$ cat src/rtl/mux_sweep_pkg.sv
// Shared types and constants for the 8:1 mux sweep checker.
package mux_sweep_pkg;

    localparam int unsigned ROWS  = 8;
    localparam int unsigned SEL_W = 3;
    localparam int unsigned CNT_W = 4;

    typedef enum logic [1:0] {
        IDLE   = 2'd0,
        WAIT   = 2'd1,
        SAMPLE = 2'd2,
        DONE   = 2'd3
    } state_e;

endpackage

$ cat src/rtl/mux_sweep_checker_settle_timer.sv
// Loadable down-counter that paces how long each select row is held.
module settle_timer
    import mux_sweep_pkg::*;
(
    input  logic             clk,
    input  logic             rst_n,
    input  logic             load_i,
    input  logic             dec_i,
    input  logic [CNT_W-1:0] value_i,
    output logic             zero_o
);

    logic [CNT_W-1:0] cnt_q;

    // Load wins over decrement; the count parks at zero until reloaded.
    always_ff @(posedge clk or negedge rst_n) begin
        if (!rst_n) begin
            cnt_q <= '0;
        end else if (load_i) begin
            cnt_q <= value_i;
        end else if (dec_i && (cnt_q != '0)) begin
            cnt_q <= cnt_q - 1'b1;
        end
    end

    assign zero_o = (cnt_q == '0);

endmodule

$ cat config.mk
export PLATFORM = sky130hd
export DESIGN_NAME = settle_timer
export DESIGN_NICKNAME = d
export VERILOG_FILES = /design/src/rtl/mux_sweep_pkg.sv /design/src/rtl/mux_sweep_checker_settle_timer.sv
export SDC_FILE = /design/constraint.sdc
export NUM_CORES = 1
export LEC_CHECK = 0
export ABC_CLOCK_PERIOD_IN_PS = 1400
export CORE_AREA = 2 2 39 41
export DETAILED_ROUTE_END_ITERATION = 6
export DIE_AREA = 0 0 41 43
export PLACE_DENSITY_LB_ADDON = 0.05
export SYNTH_ARGS = -nofsm -noshare
export SYNTH_HDL_FRONTEND = slang
export SYNTH_SLANG_ARGS = --single-unit
$ cat constraint.sdc
create_clock -name clk -period 1.4 [get_ports clk]
set_input_delay 0.21 -clock clk [delete_from_list [all_inputs] [get_ports clk]]
set_output_delay 0.21 -clock clk [all_outputs]
set_load 0.02 [all_outputs]
==> impl_summary.md, run 1 <==
Floorplan
The initial core utilization is 19.5%. Pin placement for this block handled 9 I/O pins. Measured along the x axis, the die boundary spans 41 um.

The core region is 1380 um2. The floorplan has 14 rows. The die outline area is 1760 um2. The die is 43 um tall.

Global routing
The initial antenna violation count is 0. For this run, global-route usage on met1 was measured as 12.3%. For met3 alone, demand over resource in global routing was 1.57%. Global routing used 9.47% of the available tracks.

In this run the most used layer during global routing was met2. The remaining global-route overflow is 0. For this run, global-route usage on met2 was measured as 13.8%. Entering global routing, the biggest net connects 9 pins. The via count of the first global-routing pass is 274. The first-pass GRT wire length is 1090 um.

Clock network
Counting along the longest clock path gives a buffer depth of 2. The CTS tree is done. The CTS buffer count is 3.

In this run the clock root is driven by a clkbuf_4. The clock-pin slew on the worst setup and hold paths is 0.04 ns. The number of hold buffers added after CTS was 0.

The clock net sink count is 4. The H-tree level count is 1. The worst-skew pair later-pin latency is 0.23 ns.

Drt
Before antenna repair, the detailed router went through 3 iterations. Dividing the detail-routed wire length by the instance count gives 10.4 um. In the routed design, unresolved DRC markers number 0.

The count of nets left with antenna violations once routing finished came out at 0. The via count of the routed design is 277. After detailed routing, the total wire length is 677 um.

The detail-routed via count per cell is 4.26. The number of violations reported at the end of detailed-routing iteration 0 is 2.

Synthesis
For this run, asynchronously set or reset flops after synthesis account for 100%. The cell type with the largest total area after synthesis is dfrtp_1. The Yosys step of the flow raised 0 warnings. The net count after synthesis is 36. The synthesized cell area is 270 um2.

The commonest cells after synthesis are dfrtp_1 (4), inv_1 (3), nand2_1 (3). The synthesized design contains 0 enable-type register cells. The top cell type's share of synthesized area is 37.0%. The fraction of the yosys area taken by sequential cells is 37.0%.

Ranked by total cell area, the synthesized netlist is headed by dfrtp_1 (37%), nor4b_2 (5.6%), ha_1 (4.6%), nor3b_2 (4.6%), o211ai_2 (4.6%). The flip-flop and latch count after synthesis is 4. The synthesized netlist contains 18 unique library cells. In the synthesized netlist the dominant register cell turns out to be dfrtp_1. The dominant cell by count in the synthesized netlist is dfrtp_1. The post-synthesis instance total is 27.

The average size of a mapped cell is 10.0 um2.

Cells and area
The final cell utilization of the core is 36.3%. More flip-flops sit in one register than any other, and that register is cnt_q. Relative to the synthesized area, the layout overhead comes to 86.1%. The share of final-layout standard cells stronger than drive strength 1 is 44.9%. 0 antenna diodes ended up in the layout. Once layout is complete, the cells apart from fillers number 65. The total number of nets in the final design is 60. The number of flip-flops in the largest register is 4. The largest registers in the layout are cnt_q x4.

Worst setup path
The startpoint kind of the worst setup timing path is a flip-flop. For the worst setup path, the data arrival time is 1.56 ns. The largest fanout of any net on the critical path is 4. For the worst setup path, the data required time is 1.55 ns. The worst setup path is of the reg -> reg kind. STA classifies the critical path endpoint as a flip-flop.

Run status
The final reports fail on negative setup slack. The run finished, with violations left.

Placed design
The number of cells after detailed placement is 59. The placer's final routability congestion estimate is 0.599. Input and output buffers added on the ports amount to 8. The HPWL after detailed placement is 540 um.

Power and ir drop
IR analysis of the VDD net gives a maximum drop of 0.423 mV. In this run the static leakage power is 0.231 nW. The clock network is responsible for 30.8% of the overall power. The portion of total power attributed to sequential cells is 31.8%.

Net switching is 26.2% of the power. The power density over the cells is 885 nW/um2. Of the total power, combinational logic draws 37.4%. Summed over all nets, the switching power comes to 0.117 mW. Cell internal power was estimated by the tool at 0.328 mW.

STA
The final critical path takes up 101% of the cycle. Between clock sinks in the finished design, the worst skew comes to 0.00194 ns. The final-report hold violation count is 0.

For this run, the top clock speed supported by timing is 707 MHz. Setup repair after global routing could not meet its margin everywhere. For the pin with the worst max-slew slack, the measured transition is 0.239 ns. The count of final setup violators is 2. The final worst-path setup slack is -0.0150 ns. The relative max-transition margin is 84.0%. The final critical delay including setup and external delays is 1.41 ns. The max-slew violation total from the final report is 0.

Job
The number of max-cap violations is 0.

Min path
The worst hold path belongs to the class in -> async.
[critical path: stages, from the launching register on]
cell and delay [ns]:
dfrtp_1 0.34, inv_1 0.05, ha_2 0.18, nor3b_4 0.15, buf_6 0.12, or4_4 0.41, o211ai_2 0.08
[metal layers]
layer  vias to the layer above  wire length (um)
li1                        145                 -
met1                       126               313
met2                         6               339
met3                         0                24
met4                         0                 0
met5                         -                 0
[placed cells by master, fill, tap and decap left out, drive strengths merged]
cell	instances
nor4b	1
nor3	2
or4	1
dfrtp	4
or2b	1
nor3b	2
ha	1
clkdlybuf4s50	7
and4b	1
o31a	1
o21a	1
a21oi	1
clkbuf	3
o21ai	2
nand2	3
o211ai	1
inv	3
buf	13
a221o	1
[power groups by stage]
stage	combinational, mW	sequential (mW)	clock (mW)
2_1_floorplan	0.0615	0.147	0
3_3_place_gp	0.138	0.143	0
3_5_place_dp	0.139	0.143	0
4_1_cts	0.152	0.142	0.148
5_1_grt	0.183	0.143	0.154
6_report	0.167	0.142	0.137
[repair_timing]
action,4_1_cts,5_1_grt
gates resized for setup,6,5
hold endpoints to repair,0,0
pin swaps,3,4
buffers inserted,2,2
endpoints found under the setup margin,3,4
[logic make-up (layout without fill, tap and decap cells)]
kind of cell	count (synthesis)	after routing	share of synthesized area, %
and+or+nand+nor	11	11	30.1
AOI/OAI and AO/OA	7	7	19.9
DFF	4	4	37.0
buffers and inverters	4	26	8.33
adders and majority gates	1	1	4.63
[metrics by stage]
| stage | area [um2] | power, mW | hold slack, ns | setup WS (ns) | setup TNS (ns) |
|---|---|---|---|---|---|
| 2_1_floorplan | 279 | 0.208 | -0.0856 | -0.000716 | -0.000716 |
| 3_3_place_gp | 435 | 0.281 | 0.423 | -0.229 | -0.358 |
| 3_5_place_dp | 435 | 0.282 | 0.428 | -0.244 | -0.416 |
| 4_1_cts | 474 | 0.441 | 0.175 | -0.0170 | -0.0171 |
| 5_1_grt | 503 | 0.480 | 0.192 | -0.0691 | -0.177 |
| 6_report | 503 | 0.445 | 0.182 | -0.0150 | -0.0259 |
[worst paths after layout]
kind / from / to / slack, ns / cells past startpoint
max: cnt_q[1] / cnt_q[1] / -0.01 / 6
min: rst_n / cnt_q[1] / 0.18 / 1
max reg2reg: cnt_q[1] / cnt_q[1] / -0.01 / 6
min reg2reg: cnt_q[1] / cnt_q[1] / 0.75 / 3
max in group asynchronous: rst_n / cnt_q[3] / 1.05 / 1
min in group clk: value_i[2] / cnt_q[2] / 0.55 / 3
[cell type report]
class	instances	area (um2)
fill	145	881
tap	16	20.0
sequential	4	100
multi-input combinational	19	174
timing repair buffer	20	175
clock buffer	3	22.5
inverter	3	11.3
No activity file was read; power rests on OpenSTA's default activity.
==> inputs of run 2 (changes only) <==
--- a/config.mk
+++ b/config.mk
@@ -7,9 +7,10 @@
 export LEC_CHECK = 0
 export ABC_CLOCK_PERIOD_IN_PS = 1400
 export CORE_AREA = 2 2 39 41
+export CTS_CLUSTER_SIZE = 8
 export DETAILED_ROUTE_END_ITERATION = 6
 export DIE_AREA = 0 0 41 43
-export PLACE_DENSITY_LB_ADDON = 0.05
+export PLACE_DENSITY = 0.45
 export SYNTH_ARGS = -nofsm -noshare
 export SYNTH_HDL_FRONTEND = slang
 export SYNTH_SLANG_ARGS = --single-unit
==> run 2 against run 1 <==
Compared with the run above:
- the flow still finishes with violations (negative setup slack)
- sequential share of layout area is 1.3 points higher
- setup slack better by 0.0014 ns
- largest cell class is now multi-input combinational cells
- register-to-register slack hardly changed
- clock-buffer cell count stayed put
- highest routed layer unchanged
- cell count is 4.6% lower
- core utilization is 2.3 points lower
- wire length is 2.2% lower
- worst hold slack worse by 0.0012 ns
==> impl_summary.md, run 2 (same netlist as run 1, synthesis figures left out) <==
Power and ir drop
The fraction of power consumed by combinational cells is 34.8% (-2.6 points). The internal power contribution came to 0.318 mW (-3.3%). The worst ir drop on vdd is 0.303 mV (-28%). The power density over the cells came to 918 nW/um2 (+3.7%).

The switching part of the total power is 26.7% (+0.43 points). The portion of total power attributed to sequential cells is 32.7% (+0.9 points). The net switching power is 0.116 mW (-1.1%). The clock group share of total power is 32.4% (+1.6 points). The reported leakage power came to 0.213 nW (-8.0%).

Drt
The detail-routed via count per cell is 4.23 (-0.84%). The total wirelength of the detailed-routed design is 662 um (-2.2%). The first-pass detailed-route iteration total was 1 (-2).

The via count of the routed design was 262 (-5.4%). The wire length per cell after detailed routing is 10.7 um (+2.5%). The number of remaining DRC errors is 0 (unchanged). The number of violations reported at the end of detailed-routing iteration 0 is 0 (-2).

The count of nets left with antenna violations after detail routing is 0 (unchanged).

STA
The maximum frequency from static timing analysis was 707 MHz (about the same). The count of final setup violators is 1 (-1). The final critical delay including setup and external delays is 1.41 ns (-0.00140 ns). The slew at the pin closest to its max-slew limit is 0.225 ns (-0.0137 ns). Setup repair after global routing could not meet its margin everywhere. The final-report hold violation count came to 0 (unchanged). The final worst-path setup slack is -0.0136 ns (+0.00140 ns). The setup clock skew after layout is 0.000472 ns (-0.00146 ns). The relative max-transition margin was 84.9% (+0.92 points).

The max-slew violation total from the final report was 0 (unchanged). The final clock period utilization by the worst path was 101% (about the same).

Placed design
The number of cells after detailed placement came to 59 (unchanged). The count of port buffers added during placement is 8 (unchanged). The half-perimeter wire length after detailed placement is 522 um (-3.2%). The placer's final routability congestion estimate came to 0.734 (+22%). The placed standard-cell area is 435 um2 (unchanged).

Clock network
The H-tree level count is 1 (unchanged). The clock net sink count is 4 (unchanged). The clock-pin slew on the worst setup and hold paths is 0.04 ns (about the same). The maximum buffer depth of the clock tree is 2 (unchanged).

The count of buffers added by post-CTS timing repair for setup is 0 (-2). The number of buffers added to fix hold violations after cts is 0 (unchanged). The worst-skew pair later-pin latency is 0.23 ns (about the same). TritonCTS built the clock tree. The CTS buffer count is 3 (unchanged). The root cell of the clock tree is clkbuf_4.

Cells and area
The finished layout cell area came to 472 um2 (-6.2%). In the final layout, the registers with the most flip-flops are cnt_q x4. The total number of nets in the final design is 57 (-5.0%).

The register with the most flip-flops in the final layout is cnt_q. Leaving out fill and tap cells, the most frequent cell in the layout is buf_4. The number of antenna cells inserted is 0 (unchanged). Compared with the post-synthesis result, the final layout area differs by 74.5%. In the layout the commonest cells are buf_4 (9), clkdlybuf4s50_1 (7), dfrtp_1 (4). The share of final-layout standard cells stronger than drive strength 1 is 39.1% (-5.8 points). The final cell count without fillers was 62 (-4.6%). The number of flip-flops in the largest register is 4 (unchanged). The final-layout fill cell count was 141 (-2.8%).

Worst setup path
The slowest cell on the critical path is or4_4. The worst setup path is captured at a flip-flop. The logic depth of the worst register-to-register path is 6 (unchanged).

Among cell families on the critical path, the largest total delay comes from simple AND/OR/NAND/NOR gates. Traced cell by cell, the critical path runs through inv_1, ha_2, nor3b_4, buf_4, or4_4, o211ai_2. The worst setup path is launched from a flip-flop. The startpoint of the lowest-slack register-to-register path is cnt_q[1].

The worst register-to-register path ends at cnt_q[1]. The largest incremental delay on the critical path is 0.41 ns (about the same). The largest fanout of any net on the critical path is 4 (unchanged). The endpoint required time on the critical path was 1.55 ns (about the same). The capture point of the critical path is cnt_q[1]. The launch point of the critical path is cnt_q[1]. The reg-to-reg setup timing slack came to -0.01 ns (about the same). The critical path is of the reg -> reg type.

The cell count along the critical path came to 6 (unchanged). The critical path data arrival time was 1.56 ns (about the same). The count of buffer and inverter cells on the critical path was 2 (unchanged).

Floorplan
The row count is 14 (unchanged). The floorplan core area was 1380 um2 (unchanged). The I/O pin count is 9 (unchanged). The vertical die dimension is 43 um (unchanged). The die outline area is 1760 um2 (unchanged). The horizontal die dimension is 41 um (unchanged). The initial core utilization is 19.5% (unchanged).

Run status
The run finished, with violations left. The final reports fail on negative setup slack.

Global routing
The total global routing track utilization is 10.4% (+0.92 points). The remaining global-route overflow is 0 (unchanged). The initial antenna violation count is 0 (unchanged).

The via count of the first global-routing pass is 285 (+4.0%). The first-pass GRT wire length came to 1150 um (+5.0%). The pin count of the biggest net entering global routing is 10 (+1).

Job
The number of max-cap violations was 0 (unchanged).

Min path
The path category of the worst min-delay check is in -> async.
-- run 2: cell types whose count changed in the layout (fill, tap and decap cells not counted), sizes merged --
cell,change
buf,-3
-- run 2: metrics by stage --
step / setup slack, ns / utilization, % / setup TNS [ns] / total power, mW / hold WS, ns
2_1_floorplan: -0.000716 / - / -0.000716 / 0.208 / -0.0856
3_3_place_gp: -0.186 / 31.5 / -0.252 / 0.278 / 0.429
3_5_place_dp: -0.203 / 31.5 / -0.313 / 0.283 / 0.428
4_1_cts: -0.0121 / 33.2 / -0.0121 / 0.434 / 0.177
5_1_grt: -0.0698 / 34.1 / -0.190 / 0.471 / 0.189
6_report: -0.0136 / 34.1 / -0.0136 / 0.433 / 0.181
-- run 2: power by group through the flow --
stage	sequential (mW)	clock (mW)	combinational (mW)
final	0.142	0.140	0.151
after global routing	0.143	0.160	0.167
after CTS	0.142	0.150	0.143
after detailed placement	0.143	0	0.140
after global placement	0.143	0	0.135
after floorplan	0.147	0	0.0615
-- run 2: cell type report --
type / instances / area [um2] / share of cell area [%]
repair buffers: 17 / 149 / 31.6
multi-input cells: 19 / 169 / 35.8
well taps: 16 / 20.0 / 4.24
flip-flops and latches: 4 / 100 / 21.2
clock buffers: 3 / 22.5 / 4.77
inverters: 3 / 11.3 / 2.39
-- run 2: per-layer routing --
layer,vias to the layer above,wire (um),GRT usage (%)
met2,5,356,15.9
met1,119,274,11.1
met3,0,32,3.14
met5,-,0,0
met4,0,0,8.00
li1,138,-,-
-- run 2: repair_timing --
item                       in CTS  in global routing
setup endpoints to repair       2                  4
pin swaps                       1                  0
resized for setup               6                  2
-- run 2: how the worst min path moves through the flow --
stage,to,slack (ns),cells past startpoint
finish,cnt_q[3],0.18,1
global placement,cnt_q[3],0.43,1
detailed placement,cnt_q[3],0.43,1
CTS,cnt_q[1],0.18,1
global route,cnt_q[1],0.19,1
floorplan,cnt_q[0],-0.09,0
==> inputs of run 3 (changes only) <==
--- a/config.mk
+++ b/config.mk
@@ -6,10 +6,10 @@
 export NUM_CORES = 1
 export LEC_CHECK = 0
 export ABC_CLOCK_PERIOD_IN_PS = 1400
-export CORE_AREA = 2 2 39 41
-export CTS_CLUSTER_SIZE = 8
+export CORE_AREA = 10 10 47 49
+export CTS_CLUSTER_SIZE = 14
 export DETAILED_ROUTE_END_ITERATION = 6
-export DIE_AREA = 0 0 41 43
+export DIE_AREA = 0 0 57 59
 export PLACE_DENSITY = 0.45
 export SYNTH_ARGS = -nofsm -noshare
 export SYNTH_HDL_FRONTEND = slang
==> run 3 against run 2 <==
Compared with the run above:
- the flow still finishes with violations (negative setup slack)
- clock power barely moved
- clock skew rose by 0.0012 ns
- largest power group unchanged
- highest routed layer is now met4
- sequential share of layout area rose by 0.34 points
- sequential power barely moved
- core utilization fell by 0.96 points
- setup slack got worse by 0.0090 ns
==> impl_summary.md, run 3 (same netlist as run 1, synthesis figures left out) <==
Drt
The number of remaining DRC errors is 0 (unchanged). The detail-routed via count per cell is 4.30 (+1.6%). The wire length per cell after detailed routing is 12.3 um (+15%). The total wirelength of the detailed-routed design is 748 um (+13%). The via count of the routed design came to 262 (unchanged). The count of nets left with antenna violations after detail routing was 0 (unchanged). The first-pass detailed-route iteration total was 1 (unchanged). The number of violations reported at the end of detailed-routing iteration 0 is 0 (unchanged).

Worst setup path
STA classifies the critical path endpoint as a flip-flop. The capture point of the worst reg-to-reg path is cnt_q[1]. The largest fanout of any net on the critical path is 4 (unchanged). The reg-to-reg setup timing slack was -0.02 ns (about the same). The critical path starts at cnt_q[1]. The startpoint kind of the worst setup timing path is a flip-flop. The capture point of the critical path is cnt_q[1]. The logic depth of the worst register-to-register path is 6 (unchanged).

The endpoint required time on the critical path is 1.55 ns (about the same). The startpoint identified for the worst register-to-register timing path is cnt_q[1]. The critical path data arrival time is 1.58 ns (+0.02 ns). The worst setup path is of the reg -> reg kind.

Global routing
The initial antenna violation count came to 0 (unchanged). The first-pass GRT wire length was 1150 um (unchanged). The total global routing track utilization was 4.63% (-5.8 points). The pin count of the biggest net entering global routing is 10 (unchanged). The via count of the first global-routing pass came to 266 (-6.7%).

The remaining global-route overflow is 0 (unchanged).

Floorplan
The row count is 14 (unchanged). The horizontal die dimension is 57 um (+39%). The I/O pin count was 9 (unchanged). The initial core utilization was 19.3% (-0.24 points). The floorplan core area is 1400 um2 (+1.3%). The die outline area is 3360 um2 (+91%).

The vertical die dimension is 59 um (+37%).

Power and ir drop
The reported leakage power is 0.208 nW (-2.3%). The worst ir drop on vdd was 0.405 mV (+33%). The power density over the cells is 930 nW/um2 (+1.3%).

Clock network
The CTS buffer count came to 3 (unchanged). The clock-pin slew on the worst setup and hold paths is 0.04 ns (about the same). The clock net sink count came to 4 (unchanged). The count of buffers added by post-CTS timing repair for setup is 0 (unchanged). The maximum buffer depth of the clock tree came to 2 (unchanged).

The tree is rooted in a clkbuf_4. The number of buffers added to fix hold violations after cts was 0 (unchanged). The CTS tree is done. The worst-skew pair later-pin latency came to 0.23 ns (about the same). The H-tree level count is 1 (unchanged).

STA
The final critical delay including setup and external delays came to 1.42 ns (+0.00903 ns). The final worst-path setup slack is -0.0226 ns (-0.00903 ns). The slew at the pin closest to its max-slew limit is 0.215 ns (-0.00973 ns). The aggregate negative setup slack is -0.0226 ns (-0.00903 ns). The relative max-transition margin is 85.6% (+0.65 points).

The count of final setup violators is 1 (unchanged). The final-report hold violation count is 0 (unchanged). The setup clock skew after layout is 0.00166 ns (+0.00118 ns).

The maximum frequency from static timing analysis is 703 MHz (-0.63%). The final clock period utilization by the worst path is 102% (+0.65 points). The max-slew violation total from the final report came to 0 (unchanged). Setup repair after global routing could not meet its margin everywhere.

Placed design
The placer's final routability congestion estimate is 0.698 (-4.9%). The number of cells after detailed placement is 58 (-1.7%). The count of port buffers added during placement is 8 (unchanged). The half-perimeter wire length after detailed placement is 590 um (+13%).

Job
The number of max-cap violations is 0 (unchanged).

Cells and area
The final-layout fill cell count is 161 (+14%). The final cell count without fillers is 61 (-1.6%). The total number of nets in the final design is 56 (-1.8%). The number of antenna cells inserted came to 0 (unchanged). More flip-flops sit in one register than any other, and that register is cnt_q. The number of flip-flops in the largest register was 4 (unchanged). Leaving out fill and tap cells, the most frequent cells in the layout are buf_4 (8), clkdlybuf4s50_1 (7), dfrtp_1 (4).

Relative to the synthesized area, the layout overhead comes to 71.8%. In the final layout, the registers with the most flip-flops are cnt_q x4. Leaving out fill and tap cells, the most frequent cell in the layout is buf_4.

The share of final-layout standard cells stronger than drive strength 1 is 37.8% (-1.4 points).

Run status
The flow ran to the end, but the final reports show violations. The final reports fail on negative setup slack.

Min path
The path category of the worst min-delay check is in -> async.
-- run 3: worst min path at each step --
stage	depth (start not counted)	endpoint	slack, ns	from
after global placement	1	cnt_q[3]	0.43	rst_n
after global routing	1	cnt_q[1]	0.19	rst_n
after floorplan	0	cnt_q[0]	-0.09	rst_n
after CTS	1	cnt_q[1]	0.17	rst_n
final	1	cnt_q[1]	0.17	rst_n
after detailed placement	1	cnt_q[2]	0.42	rst_n
-- run 3: worst max-delay path, stage by stage, from the launching register on --
cell,delay (ns)
dfrtp_1,0.34
inv_1,0.05
ha_2,0.18
nor3b_4,0.15
buf_4,0.14
or4_4,0.41
o211ai_2,0.08
-- run 3: per-stage QoR --
stage	utilization (%)	cell area [um2]	hold WS (ns)	power, mW	worst slack (ns)
finish	33.1	464	0.174	0.432	-0.0226
global route	33.1	464	0.188	0.463	-0.0682
CTS	32.2	452	0.170	0.434	-0.0295
detailed placement	30.5	428	0.425	0.280	-0.232
global placement	30.5	428	0.428	0.277	-0.210
floorplan	-	279	-0.0856	0.208	-0.000716
-- run 3: where the power goes --
| group | internal (mW) | switching [mW] |
|---|---|---|
| sequential | 0.130 | 0.0116 |
| combinational | 0.0882 | 0.0586 |
| clock | 0.0959 | 0.0468 |
| total | 0.315 | 0.117 |
-- run 3: layer usage --
layer | part of all wire, % | wire length, um | global-route usage, %
met1 | 37 | 278 | 4.17
met2 | 55 | 410 | 6.98
met3 | 6.6 | 49 | 1.93
met4 | 1.2 | 9 | 6.04
met5 | 0 | 0 | 0
-- run 3: layout make-up --
type	count	area, um2	share of cell area [%]
multi-input combinational	19	169	36.4
clock buffer	3	22.5	4.85
tap	16	20.0	4.31
sequential	4	100	21.6
inverter	3	11.3	2.43
timing repair buffer	16	141	30.5
-- run 3: what timing repair did --
item	4_1_cts	5_1_grt
resized for setup	6	2
pin swaps	1	0
setup endpoints to repair	2	4
